[src/rtl/alu_stream.sv]
// Streaming 8-op ALU: registered compute stage feeding a first-word-fall-through result FIFO.
// Optional build macro ALU_SAT_EN enables signed saturation of ADD/SUB results.
module alu_stream #(
  parameter int WIDTH      = 8,
  parameter int FIFO_DEPTH = 4
) (
  input  logic                          i_CLK,
  input  logic                          i_RST,
  input  logic [WIDTH-1:0]              i_arg0,
  input  logic [WIDTH-1:0]              i_arg1,
  input  logic [2:0]                    i_oper,
  input  logic                          i_VALID,
  output logic                          o_READY,
  output logic                          o_VALID,
  input  logic                          i_READY,
  output logic [WIDTH-1:0]              o_Y,
  output logic [3:0]                    o_FLAGS,
  output logic [$clog2(FIFO_DEPTH):0]   o_COUNT
);

  localparam int AW = $clog2(WIDTH);
  localparam int PW = $clog2(FIFO_DEPTH);
  localparam int CW = PW + 1;

  typedef enum logic [2:0] {
    OP_ADD = 3'b000,
    OP_SUB = 3'b001,
    OP_AND = 3'b010,
    OP_OR  = 3'b011,
    OP_XOR = 3'b100,
    OP_SHL = 3'b101,
    OP_SRA = 3'b110,
    OP_CMP = 3'b111
  } op_e;

  // flags = {C, V, Z, N}
  typedef struct packed {
    logic [3:0]       flags;
    logic [WIDTH-1:0] y;
  } res_t;

  op_e              op;
  logic [AW-1:0]    amt;
  logic [WIDTH:0]   sum;
  logic [WIDTH:0]   diff;
  logic [WIDTH:0]   shl_full;
  logic [WIDTH:0]   sra_full;
  logic             add_ovf;
  logic             sub_ovf;
  logic [WIDTH-1:0] y;
  logic             c;
  logic             v;

  logic             accept;
  logic             pop;
  logic             stage_vld;
  res_t             stage_res;
  res_t             mem [FIFO_DEPTH];
  res_t             head;
  logic [PW-1:0]    wr_ptr;
  logic [PW-1:0]    rd_ptr;
  logic [CW-1:0]    fifo_cnt;

  assign op  = op_e'(i_oper);
  assign amt = i_arg1[AW-1:0];

  // Subtraction is done on sign-extended operands, so bit WIDTH is the sign of the exact
  // difference: it serves as the borrow for SUB/CMP and directly as the CMP result.
  assign sum     = {1'b0, i_arg0} + {1'b0, i_arg1};
  assign diff    = {i_arg0[WIDTH-1], i_arg0} - {i_arg1[WIDTH-1], i_arg1};
  assign add_ovf = (i_arg0[WIDTH-1] == i_arg1[WIDTH-1]) && (sum[WIDTH-1] != i_arg0[WIDTH-1]);
  assign sub_ovf = diff[WIDTH] != diff[WIDTH-1];

  // One extra bit on each shifter catches the last bit shifted out; out-of-range amounts
  // fall out naturally as zero-fill (SHL) or sign-fill (SRA).
  assign shl_full = {1'b0, i_arg0} << amt;
  assign sra_full = $signed({i_arg0, 1'b0}) >>> amt;

`ifdef ALU_SAT_EN
  logic [WIDTH-1:0] sat_val;
  assign sat_val = {i_arg0[WIDTH-1], {(WIDTH-1){~i_arg0[WIDTH-1]}}};
`endif

  always_comb begin
    // NOTE: every output of this block gets a default first so no path leaves it unassigned,
    // which would otherwise infer a latch.
    y = '0;
    c = 1'b0;
    v = 1'b0;
    case (op)
      OP_ADD: begin
        y = sum[WIDTH-1:0];
        c = sum[WIDTH];
        v = add_ovf;
`ifdef ALU_SAT_EN
        if (add_ovf) y = sat_val;
`endif
      end
      OP_SUB: begin
        y = diff[WIDTH-1:0];
        c = diff[WIDTH];
        v = sub_ovf;
`ifdef ALU_SAT_EN
        if (sub_ovf) y = sat_val;
`endif
      end
      OP_AND: y = i_arg0 & i_arg1;
      OP_OR:  y = i_arg0 | i_arg1;
      OP_XOR: y = i_arg0 ^ i_arg1;
      OP_SHL: begin
        y = shl_full[WIDTH-1:0];
        c = shl_full[WIDTH];
      end
      OP_SRA: begin
        y = sra_full[WIDTH:1];
        c = sra_full[0];
      end
      OP_CMP: begin
        y = WIDTH'(diff[WIDTH]);
        c = diff[WIDTH];
        v = sub_ovf;
      end
    endcase
  end

  // The stage can always drain into the FIFO: admission is capped on stage + FIFO occupancy.
  assign o_COUNT = fifo_cnt + CW'(stage_vld);
  assign o_READY = o_COUNT < CW'(FIFO_DEPTH);
  assign accept  = i_VALID && o_READY;
  assign o_VALID = fifo_cnt != '0;
  assign pop     = o_VALID && i_READY;

  // NOTE: state registers use non-blocking assignments so every register samples the
  // pre-edge values regardless of statement or block order.
  always_ff @(posedge i_CLK or posedge i_RST) begin
    if (i_RST) begin
      stage_vld <= 1'b0;
      stage_res <= '0;
    end else begin
      stage_vld <= accept;
      if (accept) begin
        stage_res.y     <= y;
        stage_res.flags <= {c, v, (y == '0), y[WIDTH-1]};
      end
    end
  end

  // NOTE: the storage array is deliberately not reset; occupancy and pointers are, and the
  // output mux below hides whatever stale contents the array holds.
  always_ff @(posedge i_CLK) begin
    if (stage_vld) mem[wr_ptr] <= stage_res;
  end

  always_ff @(posedge i_CLK or posedge i_RST) begin
    if (i_RST) begin
      wr_ptr   <= '0;
      rd_ptr   <= '0;
      fifo_cnt <= '0;
    end else begin
      if (stage_vld) wr_ptr <= wr_ptr + PW'(1);
      if (pop)       rd_ptr <= rd_ptr + PW'(1);
      fifo_cnt <= fifo_cnt + CW'(stage_vld) - CW'(pop);
    end
  end

  assign head    = mem[rd_ptr];
  assign o_Y     = o_VALID ? head.y     : '0;
  assign o_FLAGS = o_VALID ? head.flags : '0;

endmodule
[config.mk]
export PLATFORM = sky130hd
export DESIGN_NAME = alu_stream
export DESIGN_NICKNAME = d
export VERILOG_FILES = /design/src/rtl/alu_stream.sv
export SDC_FILE = /design/constraint.sdc
export NUM_CORES = 1
export LEC_CHECK = 0
export CAP_MARGIN = 10
export CORE_AREA = 3 3 86 88
export CTS_BUF_LIST = sky130_fd_sc_hd__clkbuf_4
export DETAILED_ROUTE_END_ITERATION = 8
export DIE_AREA = 0 0 89 91
export PLACE_DENSITY_LB_ADDON = 0.3
export SLEW_MARGIN = 20
export SYNTH_ARGS = -nofsm -noshare
export SYNTH_HDL_FRONTEND = slang
export SYNTH_SLANG_ARGS = --single-unit
[constraint.sdc]
create_clock -name i_CLK -period 6.2 [get_ports i_CLK]
set_clock_uncertainty 0.1 [all_clocks]
set_input_delay 1.24 -clock i_CLK [delete_from_list [all_inputs] [get_ports i_CLK]]
set_output_delay 1.24 -clock i_CLK [all_outputs]
set_load 0.02 [all_outputs]
Word level (Yosys, flattened, before mapping). Memories as Yosys holds them, arrays and structs flattened. Cells that the tools add are included.

Register bits: 20. RAM bits: 48. Input port bits: 23. Output and inout bits: 17. Logic and storage cells: 43. Memories kept: 1.

Memory list: mem (words 4, width 12, read ports 1, clocked after memory_dff 0, write ports 1, line 58) `res_t mem [FIFO_DEPTH];`.

Add/sub/neg operators: 6. Order comparisons: 1. Equality and inequality tests: 10. Shift-type cells: 2. Muxes and demuxes: 7. Bitwise logic cells: 3. Reductions and logical operators: 7.

Operator list (count): $pmux 8 s8 (1); $eq 3x3->1 const B (4); $add 8x8->9 (1); $shl 8x3->9 (1); $sshr 9x3->9 (1); $sub 8x8->9 (1); $and 8x8->8 (1); $logic_not 8->1 (1); $mux 8 (1); $or 8x8->8 (1); $xor 8x8->8 (1); $eq 3x2->1 const B (2); $add 2x1->2 const B (2); $mux 4 (1); $pmux 1 s4 (1); $add 3x1->3 (1); $eq 3x1->1 const B (1); $logic_and 1x1->1 (3); $logic_not 3->1 (1); $lt 3x3->1 const B (1); $reduce_bool 3->1 (1); $sub 3x1->3 (1); $mux 1 (2); $ne 1x1->1 (2); 3 further kinds (3).

Longest topological paths before layout.
Depth after elaboration: 4. Mapped depth: 11. Mapped depth without buffers: 10.

Least setup slack after synthesis. No wires, ideal clock.

Path type: input port to flip-flop. Start point: in i_arg1[2]. End point: reg stage_res[9] (netlist bit). Setup time: 0.120 ns. Data arrival time: 3.490 ns. Data required time: 5.980 ns. Path slack: 2.490 ns. Stages: 11. Buffers on the path: 2. Cells stage by stage: clkbuf_1 inv_1 ha_1 buf_2 nor3_1 or4_1 a21oi_1 o32ai_1 and3_1 and3_1 a41o_1.

Cells in the longest elaborated chain, start to end: 3. Elaborated cells on any way between the ends: 9. Classes of those cells: add/sub: 2; shift: 2; mux: 1; bitwise: 3; reduce/logical: 1.

RTL lines: start, declared (line 10) `input logic [WIDTH-1:0] i_arg1,`; $sub 8x8->9, or another cell as far along (line 70) `assign diff = {i_arg0[WIDTH-1], i_arg0} - {i_arg1[WIDTH-1], i_arg1};`; $pmux 8 s8 * (line 90) `case (op)`; $logic_not 8->1 * (line 143) `stage_res.flags <= {c, v, (y == '0), y[WIDTH-1]};`; end, declared (line 57) `res_t stage_res;`.

Mark *: on every way between the ends. The rest lies on a longest branch, timed or not. A chain may end at the register's enable or synchronous reset.

Final worst setup path. Ends and elaborated chain as after synthesis.

==> metrics.yaml <==
outcome:
  outcome: "completed"
synth:
  yosysSeqAreaShare: 0.416
  async_flop_share: 0.302
  yosys_warnings: 0
  yosys-top-cells-count: "44 x edfxtp_1, 36 x nand2_1, 34 x inv_1"
  syn_inst: 394
  synth_top_area_frac: 0.306
  ys_ff_latch: 63
  synth_area_um2: 4320
  synth-edff-count: 44
  ys.flop_type: "edfxtp_1"
  synth_cell_types: 60
  synth_top_area_cell: "edfxtp_1"
  syn_area_per_cell_um2: 11.0
  syn-num-nets: 452
  yosysMostFrequentCell: "edfxtp_1"
  netlist_top_cells_area: "edfxtp_1 31%, dfrtp_1 11%, mux4_2 11%"
grt:
  busiest_layer: "met2"
  gr-usage-met2: 0.477
  grt_antenna_before_repair: 1
  grt_max_degree: 27
  met1_usage: 0.342
  grt_pass1_wl_um: 16900
  overflow: 0
  grt.met3_usage: 0.0408
  gr-usage-all-layers: 0.277
  grt_pass1_vias: 3244
power_and_ir_drop:
  leakage_nw: 1.97
  total_power_mw: 1.81
  power_density_nw_per_um2: 367
  ir_drop_mv: 0.151
floorplan:
  dieArea_um2: 8100
  die_h_um: 91
  coreArea_um2: 6720
  start_util: 0.642
  rows: 30
  dieWidth_um: 89
  io-pin-count: 40
sta:
  timing.final.crit_share: 0.685
  rsz0062_at_grt: "no"
  final-setup-viol-count: 0
  final.setup.tns_ps: 0
  timing.fmax_mhz: 236
  drv_slew: 0
  finalHoldViolCount: 0
  tightest_slew_ps: 903
  post-route-min-period_ps: 4250
  slew_headroom: 0.396
drt:
  wire_per_inst_um: 20.2
  drc: 0
  firstDrtPassIters: 6
  vias: 3251
  ant_nets: 0
  vias_per_cell: 6.36
  first_iter_violations: 211
  wirelength_um: 10300
critical_path:
  reg2regPathDepth: 8
  crit_path_start: "i_arg1[2]"
  reg2reg_slack_ps: 3510
  start_kind: "input pin"
  crit_path_end_kind: "flop"
  timing.rr.end: "stage_res[9]"
  endpoint: "stage_res[9]"
  worst-endpoint-required_ps: 6390
  path_class: "input pin to flop"
  critical_path_peak_fanout: 12
  reg2reg_from: "stage_vld"
  arrival_ps: 4430
cts:
  ctsLongestPathBuffers: 2
  root_buffer: "clkbuf_4"
  hold_buffers: 0
  htreeDepth: 3
  clk_pin_slew_ps: 110
  post-cts-setup-buffers: 0
  numCtsBuffers: 9
  cts_tree: "yes"
  cts.sinks: 63
  cts.repair.resized: 0
  clk_latency_ps: 390
flow_run:
  max_cap_viol_count: 0
layout:
  stdcell_count: 511
  drive_gt1_frac: 0.112
  syn2layout_area_growth_pct: 13.9
  post-route-cell-area_um2: 4920
  final_util: 0.732
  nets: 483
placement:
  io_buffers: 39
  dp_cells: 494
  dp_hpwl_um: 7800
  placed_cell_area_um2: 4730
  place_congestion: 1.00
worst_hold_path:
  hp-start: "stage_res[4]"
  hp-class: "flop to flop"
## layout by cell type (no fill, tap or decap), types with 17 or more instances in the layout
| master | count |
|---|---|
| mux4_2 | 21 |
| edfxtp_1 | 44 |
| o21ai_0 | 24 |
| dfrtp_1 | 19 |
| nor2_1 | 19 |
| a21oi_1 | 18 |
| nand2_1 | 36 |
| ha_1 | 33 |
| and2_1 | 17 |
| inv_1 | 34 |
| clkdlybuf4s50_1 | 39 |
## cell families (layout without fill, tap and decap cells)
family / Yosys count / in the layout / share of synthesized area
other: 0 / 1 / 0
buffers and inverters: 56 / 92 / 0.0533
multiplexers: 27 / 27 / 0.124
AO/OA/AOI/OAI: 87 / 87 / 0.140
XOR/XNOR: 13 / 13 / 0.0264
AND/OR/NAND/NOR: 112 / 112 / 0.133
adder cells (fa/ha/maj): 36 / 36 / 0.107
flip-flops: 63 / 63 / 0.416
## sequential cells by signal, indices dropped and copies added (netlist names)
register / cells
mem: 44
stage_res: 11
fifo_cnt: 3
rd_ptr: 2
wr_ptr: 2
stage_vld: 1
## critical path, stage by stage
cell	delay, ps
clkdlybuf4s50_1	720
inv_1	230
ha_1	570
nor3_1	120
o311ai_0	540
a21oi_1	160
o21ai_0	400
a41oi_1	210
a41o_1	240
## area by class of cell
cell class	instances	area [um^2]
diodes	1	2.50
flip-flops and latches	63	1800
inverters	34	128
repair buffers	42	413
fillers	478	1800
clock buffers	9	67.6
well taps	80	100
multi-input cells	275	2290
clock inverters	7	121
## per-stage QoR
| step | worst slack (ps) | hold slack (ps) |
|---|---|---|
| global route | 1690 | 463 |
| global placement | 1740 | 400 |
| floorplan | 2490 | 368 |
| detailed placement | 1580 | 417 |
| finish | 1950 | 431 |
| CTS | 2010 | 430 |
## worst min path at each step
stage / to / cells past startpoint
detailed placement: mem[3][4] / 0
finish: mem[3][4] / 0
global route: mem[3][4] / 0
floorplan: mem[0][9] / 0
CTS: mem[3][4] / 0
global placement: mem[3][4] / 0
## layer usage
layer,up-vias,part of all wire
li1,1515,-
met1,1556,0.39
met2,160,0.53
met3,20,0.058
met4,0,0.027
met5,-,0
## where the power goes
group	switching, mW	internal [mW]	leakage (nW)	total [mW]
combinational	0.379	0.369	1.23	0.748
sequential	0.111	0.596	0.639	0.706
clock	0.145	0.205	0.100	0.351
total	0.635	1.17	1.97	1.81
Power figures use the tool's default switching activity.
